**src/rtl/bistable_ring_ctrl.sv**
```systemverilog
// bistable_ring_ctrl
//   Sequencer for a 32-stage bistable ring PUF. For each accepted challenge it
//   runs N evaluations of the ring. Each evaluation holds the ring in reset
//   for R cycles, releases it for S cycles, and then samples the synchronized
//   response. Once all evaluations are done it returns the majority-voted bit,
//   a stability flag and the count of ones over a valid/ready handshake.
//
// Ports:
//   clk, reset_n          system clock, asynchronous active-low reset
//   req_valid/req_ready   challenge request handshake
//   req_challenge         challenge to evaluate (latched on acceptance)
//   cfg_reset_cycles      ring reset hold length R (0 behaves as 1)
//   cfg_settle_cycles     ring settle length S (0 behaves as 1)
//   cfg_samples           evaluations per request N (0 behaves as 1)
//   rsp_valid/rsp_ready   result handshake
//   rsp_bit               majority vote (a tie yields 0)
//   rsp_stable            all samples agreed
//   rsp_ones              number of samples that read 1
//   ring_challenge        drives the ring challenge inputs
//   ring_reset            drives the ring reset, active-high
//   ring_response         asynchronous ring output
module bistable_ring_ctrl #(
    parameter int CHAL_W = 32,
    parameter int RST_W  = 8,
    parameter int SET_W  = 16,
    parameter int SMP_W  = 4
) (
    input  logic              clk,
    input  logic              reset_n,
    input  logic              req_valid,
    output logic              req_ready,
    input  logic [CHAL_W-1:0] req_challenge,
    input  logic [RST_W-1:0]  cfg_reset_cycles,
    input  logic [SET_W-1:0]  cfg_settle_cycles,
    input  logic [SMP_W-1:0]  cfg_samples,
    output logic              rsp_valid,
    input  logic              rsp_ready,
    output logic              rsp_bit,
    output logic              rsp_stable,
    output logic [SMP_W-1:0]  rsp_ones,
    output logic [CHAL_W-1:0] ring_challenge,
    output logic              ring_reset,
    input  logic              ring_response
);

    // One phase counter serves both HOLD and SETTLE, so it is sized for the wider of the two.
    localparam int CNT_W = (RST_W > SET_W) ? RST_W : SET_W;

    typedef enum logic [1:0] {
        IDLE,
        HOLD,
        SETTLE,
        DONE
    } state_t;

    state_t state;
    state_t state_next;

    logic [RST_W-1:0]   r_len;
    logic [SET_W-1:0]   s_len;
    logic [SMP_W-1:0]   n_len;
    logic [CNT_W-1:0]   phase_cnt;
    logic [CNT_W-1:0]   r_last;
    logic [CNT_W-1:0]   s_last;
    logic [SMP_W:0]     ones_cnt;
    logic [SMP_W:0]     smp_cnt;
    logic [SMP_W:0]     ones_next;
    logic [SMP_W:0]     smp_next;
    logic [SMP_W+1:0]   twice_ones;
    logic               sync_meta;
    logic               sync_resp;
    logic               hold_done;
    logic               settle_done;
    logic               last_sample;

    assign r_last      = CNT_W'(r_len) - CNT_W'(1);
    assign s_last      = CNT_W'(s_len) - CNT_W'(1);
    assign hold_done   = (phase_cnt == r_last);
    assign settle_done = (phase_cnt == s_last);

    // The sample taken at the end of SETTLE is folded in here, so the results
    // can be registered on the same edge that enters DONE.
    assign ones_next   = ones_cnt + (SMP_W+1)'(sync_resp);
    assign smp_next    = smp_cnt + (SMP_W+1)'(1);
    assign last_sample = (smp_next == (SMP_W+1)'(n_len));
    assign twice_ones  = {ones_next, 1'b0};

    // State register
    always_ff @(posedge clk or negedge reset_n) begin
        if (!reset_n) begin
            state <= IDLE;
        end else begin
            state <= state_next;
        end
    end

    // Next state and control outputs. The ring is released only in SETTLE.
    always_comb begin
        state_next = state;
        req_ready  = 1'b0;
        ring_reset = 1'b1;
        rsp_valid  = 1'b0;
        case (state)
            IDLE: begin
                req_ready = 1'b1;
                if (req_valid) begin
                    state_next = HOLD;
                end
            end
            HOLD: begin
                if (hold_done) begin
                    state_next = SETTLE;
                end
            end
            SETTLE: begin
                ring_reset = 1'b0;
                if (settle_done) begin
                    state_next = last_sample ? DONE : HOLD;
                end
            end
            DONE: begin
                rsp_valid = 1'b1;
                if (rsp_ready) begin
                    state_next = IDLE;
                end
            end
            default: state_next = IDLE;
        endcase
    end

    // Datapath: synchronizer, latched request, phase and sample counters, and results.
    always_ff @(posedge clk or negedge reset_n) begin
        if (!reset_n) begin
            sync_meta      <= 1'b0;
            sync_resp      <= 1'b0;
            ring_challenge <= '0;
            r_len          <= '0;
            s_len          <= '0;
            n_len          <= '0;
            phase_cnt      <= '0;
            ones_cnt       <= '0;
            smp_cnt        <= '0;
            rsp_bit        <= 1'b0;
            rsp_stable     <= 1'b0;
            rsp_ones       <= '0;
        end else begin
            sync_meta <= ring_response;
            sync_resp <= sync_meta;
            case (state)
                IDLE: begin
                    phase_cnt <= '0;
                    if (req_valid) begin
                        ring_challenge <= req_challenge;
                        r_len    <= (cfg_reset_cycles  == '0) ? RST_W'(1) : cfg_reset_cycles;
                        s_len    <= (cfg_settle_cycles == '0) ? SET_W'(1) : cfg_settle_cycles;
                        n_len    <= (cfg_samples       == '0) ? SMP_W'(1) : cfg_samples;
                        ones_cnt <= '0;
                        smp_cnt  <= '0;
                    end
                end
                HOLD: begin
                    phase_cnt <= hold_done ? '0 : phase_cnt + CNT_W'(1);
                end
                SETTLE: begin
                    if (settle_done) begin
                        phase_cnt <= '0;
                        ones_cnt  <= ones_next;
                        smp_cnt   <= smp_next;
                        if (last_sample) begin
                            rsp_ones   <= ones_next[SMP_W-1:0];
                            rsp_bit    <= (twice_ones > (SMP_W+2)'(n_len));
                            rsp_stable <= (ones_next == '0) ||
                                          (ones_next == (SMP_W+1)'(n_len));
                        end
                    end else begin
                        phase_cnt <= phase_cnt + CNT_W'(1);
                    end
                end
                default: begin
                end
            endcase
        end
    end

endmodule

```
**config.mk**
```make
export PLATFORM = sky130hd
export DESIGN_NAME = bistable_ring_ctrl
export DESIGN_NICKNAME = d
export VERILOG_FILES = /design/src/rtl/bistable_ring_ctrl.sv
export SDC_FILE = /design/constraint.sdc
export NUM_CORES = 1
export LEC_CHECK = 0
export ABC_AREA = 1
export CAP_MARGIN = 30
export CORE_MARGIN = 2
export CORE_UTILIZATION = 50
export DETAILED_ROUTE_END_ITERATION = 8
export HOLD_SLACK_MARGIN = 0.03
export PLACE_DENSITY = 0.77
export SLEW_MARGIN = 20
export SYNTH_ARGS = -nofsm -noshare
export SYNTH_HDL_FRONTEND = slang
export SYNTH_SLANG_ARGS = --single-unit
```
**constraint.sdc**
```tcl
create_clock -name clk -period 3.23 [get_ports clk]
set_clock_uncertainty 0.2 [all_clocks]
set_input_delay 0.646 -clock clk [delete_from_list [all_inputs] [get_ports clk]]
set_output_delay 0.646 -clock clk [all_outputs]
set_load 0.005 [all_outputs]
```
==> metrics.md <==
| Metric | Value |
|---|---|
| Sw frac | 41.42% |
| Count leader, synth | nand2_1 |
| Post-synth cell types | 35 |
| Initial drt markers | between 200 and 250 |
| Worst-path clk slew | ~0.07 ns |
| Post-Route WL | 13.81 mm |
| Hold_buf cts | 0 |
| Post-synth EDFFs | 0 |
| Synth area leaders | dfrtp_1 (41%), nand2_1 (19%), inv_1 (4.7%) |
| Clk buf depth | 2 |
| GR Overflow Total | 0 |
| Drc violations | 0 |
| Post-route cell area | a little over 7000 um^2 |
| Mapped Nets | ~850 |
| Crit path DAT | about 2 ns |
| Startpoint Class | flop |
| DR pass1 iterations | 5 |
| Die area | approximately 12000 um^2 |
| Register area share after synthesis | 41.44% |
| N_diodes | 0 |
| Share of cells above drive strength 1 | between 8 and 9% |
| Crit path kind | flop to output port |
| Setup-failing EPs final | 0 |
| Worst hold slack | roughly 0.14 ns |
| CTS root buf | clkbuf_16 |
| First-pass GRT wire length | around 24 mm |
| TritonCTS Buffers | 9 |
| Critical-path cell list | inv_1, ha_1, buf_4, inv_1, clkdlybuf4s50_1 |
| Cell mode on critical path | inv_1 |
| Placer congestion estimate | 0.8912 |
| Critical path required time | 2.38 ns |
| Combinational Power Share | between 40% and 50% |
| Post-synth top area share | 41.44% |
| Fill cells | 975 |
| Register area | between 2000 and 2500 um^2 |
| Largest net degree at the start of global routing | 67 |
| CP max FO | 16 |
| Placed inst area | 6943 um^2 |
| Post-CTS Resized | 0 |
| Crit path time final | around 2.8 ns |
| I/O pins | between 100 and 150 |
| Vias per Instance | between 5 and 6 |
| Chip width | approximately 110 um |
| CP endpoint kind | output port |
| Multi-input logic area | about 3000 um^2 |
| Antenna-violating nets left | 0 |
| Post-synth top flop | dfrtp_1 |
| Async SR Flop Fraction | 100.0% |
| Synth warn | 0 |
| Critical Path Slowest Stage Cell | clkdlybuf4s50_1 |
| Clock H-tree levels | 3 |
| Synth-to-Final Area Change | 24.93% |
| WL/cell | between 10 and 15 um |
| Half-perimeter wire length after placement | between 10 and 15 mm |
| Switching power | between 2 and 2.5 mW |
| TritonCTS clock tree | built |
| Number of synthesized register bits | 96 |
| Starting Density | about 51% |
| Power per cell area | between 700 and 800 nW/um^2 |
| Vias in the first global route | roughly 5300 |
| Clk Latency, worst-skew pair | 0.35 ns |
| Post-Syn Area | a little under 6000 um^2 |
| Initial antenna violation count | 0 |
| Worst IR Drop VDD | 0.4548 mV |
| Pleak | about 3.7 nW |
| Die Y | roughly 110 um |
| Clock Power Share | 18.7% |
| Syn Area/Cell | between 7 and 8 um^2 |
| Post-synth top cells | nand2_1 (299), dfrtp_1 (96), inv_1 (72) |
| Final period utilization | between 80% and 90% |
| Crit-path max cell delay | 0.51 ns |
| Tightest Pin Transition | 0.6663 ns |
| FP Rows | 39 |
| Endpoints failing hold | 0 |
| Max-slew violations | 0 |
| Power Internal | roughly 3.4 mW |
| Power, Total | slightly below 6 mW |
| Final TNS setup | 0 ns |
| Nets | between 900 and 1000 |
| GRT Overall Usage | between 20% and 30% |
| Hold crit path type | primary input to asynchronous set/reset pin |
| Clk sinks | 96 |
| Reg power frac | 34.5% |
| Top cell type by total area after synthesis | dfrtp_1 |
| Post-CTS Setup Bufs | 0 |
| Fmax | between 300 and 400 MHz |
| Final design utilization | 63.70% |
| # port buffers | between 100 and 150 |
| Max-cap check violation count | 0 |
| Synthesized instance count | just under 800 |
| Core Footprint | 11370 um^2 |
| RSZ-0062 raised after global routing | no |
| Slew HR | between 50% and 60% |
| Via count | 5253 |
| Outcome | completed |
==> logic make-up (layout without fill, tap and decap cells) <==
kind of cell | Yosys count | after routing | share of synthesized area, %
fa+ha+maj | 14 | 14 | 3.022
xor+xnor | 45 | 45 | 6.799
compound gates | 43 | 43 | 4.554
simple gates | 475 | 475 | 37.15
flops | 96 | 96 | 41.44
buf+inv | 99 | 199 | 7.036
==> area by class of cell <==
type                            count  share of cell area [%]
Clock buffer                       12                   3.404
Timing Repair Buffer              110                   15.17
Inverter                           73                   3.784
Multi-Input combinational cell    577                   41.28
Clock inverter                      4                  0.7256
Sequential cell                    96                   33.17
Tap cell                          143                   2.471
==> sequential cells by signal, summed over array words and instances, names as in the netlist <==
register,cells
n_len,4
ones_cnt,5
phase_cnt,16
r_len,8
ring_challenge,32
rsp_bit,1
rsp_ones,4
rsp_stable,1
s_len,16
smp_cnt,5
state,2
sync_meta,1
sync_resp,1
==> placed cells by master (no fill, tap or decap), drive strengths merged, types with 12 or more instances in the layout <==
cell           synthesis  routed
clkdlybuf4s50          0     104
clkbuf                18      12
xor2                  30      30
xnor2                 15      15
ha                    14      14
nor2                  63      63
nand4                 16      16
nand3                 49      49
o21ai                 33      33
inv                   73      74
nand2                319     319
dfrtp                 96      96
==> metal layers <==
layer | track usage (%) | vias up | routed length (um)
met1 | 28.18 | 2466 | 5928
met5 | 0 | - | 0
met4 | 9.136 | 0 | 345
met2 | 39.47 | 155 | 6571
met3 | 7.240 | 29 | 965
li1 | - | 2603 | -
==> power groups by stage <==
stage	sequential (mW)	combinational [mW]	clock, mW
2_1_floorplan	1.92	1.83	0
3_3_place_gp	1.99	2.59	0
3_5_place_dp	2.00	2.71	0
4_1_cts	1.99	2.72	1.11
5_1_grt	2.05	3.07	1.16
6_report	2.00	2.71	1.08
==> worst paths after layout <==
kind                                      start                             end  slack [ns]  cells past startpoint
hold / removal                          reset_n  ring_challenge[10]$_DFFE_PN0P_        0.14                      1
max in group asynchronous               reset_n         ones_cnt[3]$_DFFE_PN0P_        2.01                      2
min in group clk            sync_meta$_DFF_PN0_             sync_resp$_DFF_PN0_        0.15                      0
hold reg to reg             sync_meta$_DFF_PN0_             sync_resp$_DFF_PN0_        0.15                      0
setup / recovery           state[0]$_DFFE_PN0P_                      ring_reset        0.43                      5
setup reg to reg           s_len[0]$_DFFE_PN0P_         ones_cnt[3]$_DFFE_PN0P_        0.45                     15
==> critical path: cells and delay by family, from the launching register on <==
family | cells | cell delay, ns
flip-flops | 1 | 0.46
adder cells (fa/ha/maj) | 1 | 0.20
buffers and inverters | 4 | 0.93
==> stage by stage <==
stage	setup slack (ns)	std cells
2_1_floorplan	0.9667	772
3_3_place_gp	0.6210	999
3_5_place_dp	0.4736	999
4_1_cts	0.4230	1015
5_1_grt	0.2046	1015
6_report	0.4308	1015
Power figures use the tool's default switching activity.
